[config.mk]
export PLATFORM = sky130hd
export DESIGN_NAME = seq_pair_sched
export DESIGN_NICKNAME = d
export VERILOG_FILES = /design/src/rtl/seq_sched_pkg.sv /design/src/rtl/seq_pair_chan.sv /design/src/rtl/seq_pair_sched.sv
export SDC_FILE = /design/constraint.sdc
export NUM_CORES = 1
export LEC_CHECK = 0
export ABC_CLOCK_PERIOD_IN_PS = 3400
export CAP_MARGIN = 20
export CORE_UTILIZATION = 54
export DETAILED_ROUTE_END_ITERATION = 10
export HOLD_SLACK_MARGIN = 0.12
export PLACE_DENSITY = 0.83
export SLEW_MARGIN = 20
export SYNTH_ARGS = -nofsm -noshare
export SYNTH_HDL_FRONTEND = slang
export SYNTH_SLANG_ARGS = --single-unit
[constraint.sdc]
create_clock -name clk -period 3.4 [get_ports clk]
set_clock_uncertainty 0.15 [all_clocks]
set_input_delay 0.68 -clock clk [delete_from_list [all_inputs] [get_ports clk]]
set_output_delay 0.68 -clock clk [all_outputs]
set_load 0.02 [all_outputs]
[src/rtl/seq_sched_pkg.sv]
// rtl/seq_sched_pkg.sv - shared types and defaults for the pair scheduler
// Purpose: FSM state encoding, default channel count / gap width, gap type.
// Ports: none (package).
package seq_sched_pkg;

   localparam int NCH_DEF  = 4;
   localparam int GAPW_DEF = 3;

   typedef enum logic [1:0] {
      IDLE = 2'd0,
      RUN  = 2'd1,
      DONE = 2'd2
   } state_e;

   typedef logic [GAPW_DEF-1:0] gap_t;

endpackage

[src/rtl/seq_pair_chan.sv]
// rtl/seq_pair_chan.sv - one scheduler channel: captures enable/gap, emits x then y
// Purpose: on launch, captures the channel enable and loads the gap counter;
//          x pulses in the following cycle, y pulses gap cycles after x.
// Ports:
//   clk, rst_n  clock, asynchronous active-low reset
//   launch      batch accepted this edge
//   enable      channel enable, sampled with launch
//   gap         x->y distance, sampled with launch
//   x, y        registered one-cycle pulses
//   pending     y still outstanding (counter non-zero on an enabled channel)
module seq_pair_chan
   import seq_sched_pkg::*;
#(
   parameter int GAPW = GAPW_DEF
) (
   input  logic            clk,
   input  logic            rst_n,
   input  logic            launch,
   input  logic            enable,
   input  logic [GAPW-1:0] gap,
   output logic            x,
   output logic            y,
   output logic            pending
);

   logic            en_q;
   logic [GAPW-1:0] cnt;

   always_ff @(posedge clk or negedge rst_n) begin
      if (!rst_n) begin
         en_q <= 1'b0;
         cnt  <= '0;
         x    <= 1'b0;
         y    <= 1'b0;
      end else if (launch) begin
         en_q <= enable;
         cnt  <= gap;
         x    <= enable;
         // zero gap: y coincides with x
         y    <= enable && (gap == '0);
      end else begin
         x <= 1'b0;
         if (cnt != '0) begin
            // counter reaching zero on this edge puts y in the next cycle
            cnt <= cnt - GAPW'(1);
            y   <= en_q && (cnt == GAPW'(1));
         end else begin
            y <= 1'b0;
         end
      end
   end

   // a disabled channel may still count down its loaded gap; it never holds the batch open
   assign pending = en_q && (cnt != '0);

endmodule

[src/rtl/seq_pair_sched.sv]
// rtl/seq_pair_sched.sv - multi-channel x/y pulse-pair scheduler (top)
// Purpose: a start pulse launches per-channel x/y pairs (x one cycle after
//          start, y gap[i] cycles after x); busy covers the batch, done pulses at its end.
// Optional: define SEQ_PAIR_SCHED_SVA_EN to compile in embedded assertions.
// Ports:
//   clk, rst_n  clock, asynchronous active-low reset
//   start       launch request (ignored unless idle and some channel enabled)
//   ch_en       per-channel enable, sampled with accepted start
//   gap         per-channel gap, channel i at [i*GAPW +: GAPW]
//   x, y        per-channel pulse pair
//   busy        batch in progress (RUN and DONE)
//   done        one-cycle batch-complete pulse
module seq_pair_sched
   import seq_sched_pkg::*;
#(
   parameter int NCH  = NCH_DEF,
   parameter int GAPW = GAPW_DEF
) (
   input  logic                clk,
   input  logic                rst_n,
   input  logic                start,
   input  logic [NCH-1:0]      ch_en,
   input  logic [NCH*GAPW-1:0] gap,
   output logic [NCH-1:0]      x,
   output logic [NCH-1:0]      y,
   output logic                busy,
   output logic                done
);

   state_e         state, state_n;
   logic           launch;
   logic [NCH-1:0] pending;
   logic           any_pending;

   assign launch      = (state == IDLE) && start && (|ch_en);
   assign any_pending = |pending;

   for (genvar i = 0; i < NCH; i++) begin : g_chan
      seq_pair_chan #(.GAPW(GAPW)) u_chan (
         .clk     (clk),
         .rst_n   (rst_n),
         .launch  (launch),
         .enable  (ch_en[i]),
         .gap     (gap[i*GAPW +: GAPW]),
         .x       (x[i]),
         .y       (y[i]),
         .pending (pending[i])
      );
   end

   always_ff @(posedge clk or negedge rst_n) begin
      if (!rst_n) begin
         state <= IDLE;
         busy  <= 1'b0;
         done  <= 1'b0;
      end else begin
         state <= state_n;
         // busy/done registered from the next state so they align with it
         busy  <= (state_n != IDLE);
         done  <= (state_n == DONE);
      end
   end

   always_comb begin
      state_n = state;
      case (state)
         IDLE:    if (launch) state_n = RUN;
         // counters are all zero once the last y is on the outputs
         RUN:     if (!any_pending) state_n = DONE;
         DONE:    state_n = IDLE;
         default: state_n = IDLE;
      endcase
   end

`ifdef SEQ_PAIR_SCHED_SVA_EN
   logic [NCH-1:0][GAPW-1:0] gap_q;
   logic [NCH-1:0][GAPW-1:0] elapsed;
   logic [NCH-1:0]           armed;

   // shadow tracker: cycles elapsed since each channel's x
   always_ff @(posedge clk or negedge rst_n) begin
      if (!rst_n) begin
         gap_q   <= '0;
         elapsed <= '0;
         armed   <= '0;
      end else begin
         if (launch) gap_q <= gap;
         for (int i = 0; i < NCH; i++) begin
            if (y[i]) begin
               armed[i] <= 1'b0;
            end else if (x[i]) begin
               armed[i]   <= 1'b1;
               elapsed[i] <= GAPW'(1);
            end else if (armed[i]) begin
               elapsed[i] <= elapsed[i] + GAPW'(1);
            end
         end
      end
   end

   a_launch: assert property (@(posedge clk) disable iff (!rst_n)
      start && !busy && (|ch_en) |=> (|x))
      else $error("accepted start produced no x");

   a_done_busy: assert property (@(posedge clk) disable iff (!rst_n)
      done |-> busy)
      else $error("done without busy");

   // a start while busy launches nothing
   a_busy_start: assert property (@(posedge clk) disable iff (!rst_n)
      start && busy |=> (x == '0))
      else $error("start during batch changed x");

   for (genvar i = 0; i < NCH; i++) begin : g_sva
      a_pair: assert property (@(posedge clk) disable iff (!rst_n)
         (x[i] && gap_q[i] == '0) || (armed[i] && !x[i] && elapsed[i] == gap_q[i]) |-> y[i])
         else $error("y missing after x on channel %0d", i);

      a_orphan: assert property (@(posedge clk) disable iff (!rst_n)
         y[i] |-> (x[i] || armed[i]))
         else $error("y without prior x on channel %0d", i);
   end
`endif

endmodule

After elaboration in Yosys (flattened, before gate mapping)
Index checks and enable logic that the tools add are counted.
- add/subtract/negate cells: 4
- eq/ne operators: 6
- mux-type cells: 23
- reduce and logical (&&, ||, !) cells: 30
- operators with widths (cell ; count):
    $mux W3 ; 8
    $logic_and A1 B1 Y1 ; 14
    $eq A3 B1 Y1 const B ; 4
    $logic_not A3 Y1 ; 4
    $mux W1 ; 12
    $reduce_bool A3 Y1 ; 4
    $sub A3 B1 Y3 const B ; 4
    $reduce_bool A2 Y1 ; 5
    $reduce_or A4 Y1 ; 2
    $mux W2 ; 2
    $pmux W2 S2 ; 1
    $eq A2 B1 Y1 const B ; 1
    $eq A2 B2 Y1 const B ; 1
    $logic_not A2 Y1 ; 1
- output and inout port bits: 10
- register bits: 28

Logic depth before layout (Yosys ltp)
- depth after elaboration: 6
- depth in mapped cells: 6
- mapped depth without buffers: 6

Modules after synthesis
Synthesis repeated with hierarchy kept, for this count alone.
- cells, all modules: 137
- area total of the unflattened synthesis: 1530.2 um^2
- by module, submodules not included (module ; area an instance (um^2) ; cells each ; times used):
    seq_pair_chan ; 339.1 ; 31 ; 4
    seq_pair_sched ; 173.9 ; 13 ; 1

Least setup slack after synthesis
No wires, ideal clock.
- path kind: input-to-reg
- start: in ch_en[0]
- end: reg g_chan[0].u_chan.cnt[1]
- data required time: 3127 ps
- cell stages on the path: 4
- slack: 1710 ps
- data arrival time: 1417 ps
- setup time: 123 ps
- path through: o41ai_2 buf_6 buf_6 a21oi_1
- longest elaborated chain between the ends: 3
- elaborated cells between the ends (all ways): 4
- classes of those cells: 1 x mux; 3 x reduce/logical
- ends and longest elaborated chain (element ; line ; RTL):
    from (decl) ; seq_pair_sched.sv:22 ; input logic [NCH-1:0] ch_en,
    $reduce_or A4 Y1 (*) ; seq_pair_sched.sv:35 ; assign launch = (state == IDLE) && start && (|ch_en);
    $logic_and A1 B1 Y1 (*) ; seq_pair_sched.sv:35 ;
    $mux W3 or $reduce_bool A2 Y1 (tied branches) ; - ;
    to (signal assigned) ; seq_pair_chan.sv:37 ; cnt <= gap;
    to (signal assigned) ; seq_pair_chan.sv:45 ; cnt <= cnt - GAPW'(1);
    to (decl) ; seq_pair_chan.sv:27 ; logic [GAPW-1:0] cnt;
Every way passes the cells marked *; elsewhere a longest branch is shown, timed or not.
A chain may end at the register's enable or synchronous reset.

Final worst setup path
- start: in ch_en[0]
- end: reg g_chan[3].u_chan.y
- longest elaborated chain between the ends: 3
- ends and longest elaborated chain (element ; line ; RTL):
    $reduce_or A4 Y1 ; seq_pair_sched.sv:35 ;
    $logic_and A1 B1 Y1 ; seq_pair_sched.sv:35 ;
    $mux W1 ; seq_pair_chan.sv:35 ; end else if (launch) begin
    to (signal assigned) ; seq_pair_chan.sv:40 ; y <= enable && (gap == '0);
    to (signal assigned) ; seq_pair_chan.sv:46 ; y <= en_q && (cnt == GAPW'(1));
    to (decl) ; seq_pair_chan.sv:22 ; output logic y,
No other way between the ends.

==> run_results.csv <==
group,metric,value,unit
status,outcome,"completed",
place,port_buffers,28,
timing,setup_tns,0,ns
die,dieArea,2930,µm²
yosys,avgSynthCellArea,10.6,µm²
global_routing,grt_overflow,0,
setup_path,cp-start-kind,"input pin",
timing,whs,0.385,ns
global_routing,grt_pass1_vias,1025,
yosys,synth_top_area_cell,"dfrtp_1",
yosys,netlist_area,1470,µm²
power,power,0.00146,W
setup_path,crit_type,"input pin to flip-flop",
timing,hold_viol,0,
setup_path,crit_path_max_fanout,15,
setup_path,cp_data_arrival_time,2.48,ns
final_layout,drive_gt1_frac,0.0864,
clocking,clk_latency,0.32,ns
timing,maxSlewHeadroom,0.487,
clocking,postCtsSetupBuffers,0,
clocking,cts_root_buffer,"clkbuf_4",
global_routing,grt_usage,0.207,
yosys,syn_nets,170,
drt,routedWlPerCell,13.6,µm
clocking,cts-resized-gates,0,
final_layout,final_cell_area,1770,µm²
power,powerDensity,824,nW/µm²
clocking,cts_max_path_buffers,2,
die,die_x,54.1,µm
yosys,ys_ff_latch,28,
global_routing,grt_max_degree,29,
timing,min_period_over_period,0.696,
timing,tightest_slew,0.767,ns
yosys,synth_cell_types,24,
die,start_util,0.582,
clocking,cts_sinks,28,
power,vdd_drop_max,0.541,mV
clocking,ctsHoldBuffers,0,
drt,vias_per_cell,5.40,
setup_path,cp_slowest_cell,"o41ai_4",
drt,ant_nets,0,
clocking,path_clk_slew,0.15,ns
timing,rsz0062_at_grt,"false",
drt,routed-via-count,1036,
place,hpwlAfterDp,1970,µm
die,core,2520,µm²
hold_path,holdCritPathClass,"flip-flop to flip-flop",
yosys,yosys.area.top_type_share,0.477,
yosys,yosys_warnings,0,
die,io_pins,29,
drt,drt_wl_total,2610,µm
yosys,yosysSeqAreaShare,0.477,
clocking,numCtsBuffers,3,
clocking,cts_tree,"built",
final_layout,diodes,0,
power,p_leak,0.825,nW
place,place_area,1720,µm²
yosys,synth_cells,139,
timing,drv_slew,0,
setup_path,required,3.52,ns
drt,firstDrtPassIters,4,
drt,drt_iter0_drc,5,
timing,max_freq,422,MHz
run,cap_viol_max_count,0,
setup_path,slowest_delay,0.79,ns
setup_path,cp-end-kind,"flip-flop",
clocking,htreeDepth,1,
drt,route.detailed.drc,0,
timing,fin_crit,2.37,ns
yosys,yosys-top-cells-area,"dfrtp_1, ha_1, buf_4",
final_layout,final_cell_mix,"dfrtp_1, clkdlybuf4s50_1, nor2_1",
die,rows,18,
final_layout,nNetsFinal,194,
global_routing,antenna_found_initial,0,
final_layout,areaGrowthSynthToFinish,20.9,%
place,routabilityCongestion,0.802,
timing,setup_viol,0,
global_routing,grt_pass1_wl,4280,µm
setup_path,cp_cell_sequence,"clkdlybuf4s50_1 > o41ai_4 > buf_4 > nand4_1 > o21ai_1",
die,fp.dieH,54.1,µm
==> report_power, final <==
| part | total (W) | internal [W] | switching, W | leakage [nW] |
|---|---|---|---|---|
| registers | 0.000568 | 0.000474 | 0.0000934 | 0.348 |
| logic | 0.000680 | 0.000314 | 0.000367 | 0.449 |
| clock network | 0.000213 | 0.000119 | 0.0000939 | 0.0279 |
| total | 0.00146 | 0.000907 | 0.000554 | 0.825 |
==> metal layers <==
metal	share of wire	up-vias	GRT usage	routed length (µm)
li1	-	509	-	-
met1	0.46	505	0.259	1210
met2	0.50	20	0.362	1290
met3	0.034	2	0.0282	89
met4	0.0054	0	0.0726	14
met5	0	-	0	0
==> registers in the layout, indices dropped and copies added, names as in the netlist <==
register            flops
done                    1
busy                    1
g_chan.u_chan.x         4
g_chan.u_chan.y         4
state                   2
g_chan.u_chan.en_q      4
g_chan.u_chan.cnt      12
==> Yosys cell counts (all sizes together) <==
| library cell | n |
|---|---|
| or2 | 1 |
| a21o | 4 |
| o41ai | 1 |
| o21ai | 12 |
| mux2i | 4 |
| nand2b | 5 |
| nor3b | 1 |
| nor2 | 14 |
| nand4 | 4 |
| o41a | 1 |
| a22oi | 2 |
| xnor2 | 4 |
| inv | 8 |
| and2 | 4 |
| or4b | 4 |
| ha | 12 |
| buf | 11 |
| dfrtp | 28 |
| nand2 | 10 |
| a21oi | 9 |
==> stage by stage <==
step,utilization,setup WS [ns],cells
floorplan,-,1.71,139
global placement,0.683,0.763,188
detailed placement,0.683,0.698,188
CTS,0.703,1.03,192
global route,0.703,0.897,192
finish,0.703,1.03,192
==> cell families after synthesis <==
kind of cell    share of synthesized area
xor+xnor                           0.0239
buf+inv                            0.0818
mux                                0.0273
compound gates                      0.126
simple gates                        0.161
fa+ha+maj                           0.102
flops                               0.477
==> cell type report <==
class	instances	area [µm²]
fillers	191	748
flip-flops and latches	28	701
multi-input cells	92	658
repair buffers	30	295
well taps	30	37.5
clock inverters	1	30.0
inverters	8	30.0
clock buffers	3	22.5
==> critical path: cells and delay by family <==
family / cells / cell delay (ns)
compound gates: 2 / 0.87
buf+inv: 2 / 0.82
simple gates: 1 / 0.11
==> final timing paths <==
check	start	end	slack (ns)	cells past startpoint
worst max-delay path	ch_en[0]	g_chan[3].u_chan.y	1.03	5
worst min-delay path	g_chan[0].u_chan.en_q	g_chan[0].u_chan.en_q	0.39	1
worst max register to register	state[1]	g_chan[3].u_chan.en_q	1.67	4
worst min register to register	g_chan[0].u_chan.en_q	g_chan[0].u_chan.en_q	0.39	1
max in group asynchronous	rst_n	g_chan[0].u_chan.cnt[0]	2.27	2
min in group asynchronous	rst_n	g_chan[0].u_chan.cnt[2]	0.57	2
No activity file was read; power rests on OpenSTA's default activity.
==> edit, RTL diff (same settings) <==
Re-encode `state_e` (3 states) as one-hot, 3 bits wide.
--- a/src/rtl/seq_sched_pkg.sv
+++ b/src/rtl/seq_sched_pkg.sv
@@ -8,6 +8,6 @@
 
-   typedef enum logic [1:0] {
-      IDLE = 2'd0,
-      RUN  = 2'd1,
-      DONE = 2'd2
+   typedef enum logic [2:0] {
+      IDLE = 3'b001,
+      RUN  = 3'b010,
+      DONE = 3'b100
    } state_e;
Check against the original RTL: no difference found for any inputs over 10 cycles, from zero or initial values and one cycle with rst_n low; not proved beyond that.
==> edit against the original RTL <==
- sequential cell count grew 1
- worst setup slack gained 140 ps
- global-route usage grew 1.5 points
- utilization grew 1.3 points
- synthesized area grew 4.6%
- power grew 4.7%
- final area grew 4.5%
- critical path type unchanged
- maximum frequency grew 6.2%
- critical endpoint unchanged
- routed wire length grew 16%
==> edit: results (changes against the original RTL) <==
Metal-1 WL: 1.22 mm (+0.83%)
First-pass GRT wire length: 5.14 mm (+20%)
Fmax: 448 MHz (+6.2%)
Share of cells above drive strength 1: 14.2% (+5.6 points)
Seq/Total Area, Yosys: 47.4% (-0.39 points)
DP Area: 0.00180 mm2 (+4.3%)
Met3 WL: 111 um (+25%)
Global Route Usage Sum: 22.2% (+1.5 points)
Max VDD drop: 0.537 mV (-0.57%)
Clock transition at path regs: 90 ps (-60 ps)
Status: completed
Reg2reg start: state[0]
CP Launch Point: ch_en[3]
Via/cell ratio: 5.38 (-0.26%)
Routed vias: 1071 (+3.4%)
Switching pwr: 0.602 mW (+8.7%)
Dpl ws: 851 ps (+153 ps)
Iteration-0 DRC Markers: 37 (+32)
Pleak: 0.863 nW (+4.6%)
Critical Path Fanout Max: 22 (+7)
Comb group: 0.742 mW (+9.1%)
HPWL Detailed: 2.26 mm (+15%)
Xor and xnor fraction of the mapped netlist area: 2.28% (-0.11 points)
WL/cell: 15.2 um (+12%)
Critical Path AT: 2320 ps (-160 ps)
Gpl congestion: 0.789 (-1.5%)
Worst reg2reg endpoint: g_chan[1].u_chan.cnt[2]
Worst-Margin Slew: 678 ps (-89.5 ps)
==> edit: cells by family (layout without fill, tap and decap cells) <==
group,after synthesis,count (layout)
compound gates,29,29
xor+xnor,4,4
fa+ha+maj,12,12
buf+inv,20,47
flops,29,29
mux,4,4
simple gates,44,44
==> edit: layer usage <==
layer	GRT usage [%]	up-vias
met5	0	-
met4	11.8	0
met3	5.62	13
met2	38.9	29
met1	24.6	506
li1	-	523
==> edit: area by class of cell <==
| class | instances | area, um2 |
|---|---|---|
| Sequential cell | 29 | 727 |
| Multi-Input combinational cell | 93 | 689 |
| Timing Repair Buffer | 30 | 308 |
| Fill cell | 210 | 736 |
| Inverter | 9 | 33.8 |
| Clock buffer | 8 | 58.8 |
| Tap cell | 30 | 37.5 |
==> edit: worst max-delay path: cells and delay by family <==
kind,cells,cell delay [ps]
compound gates,2,810
buf+inv,2,730
simple gates,1,100
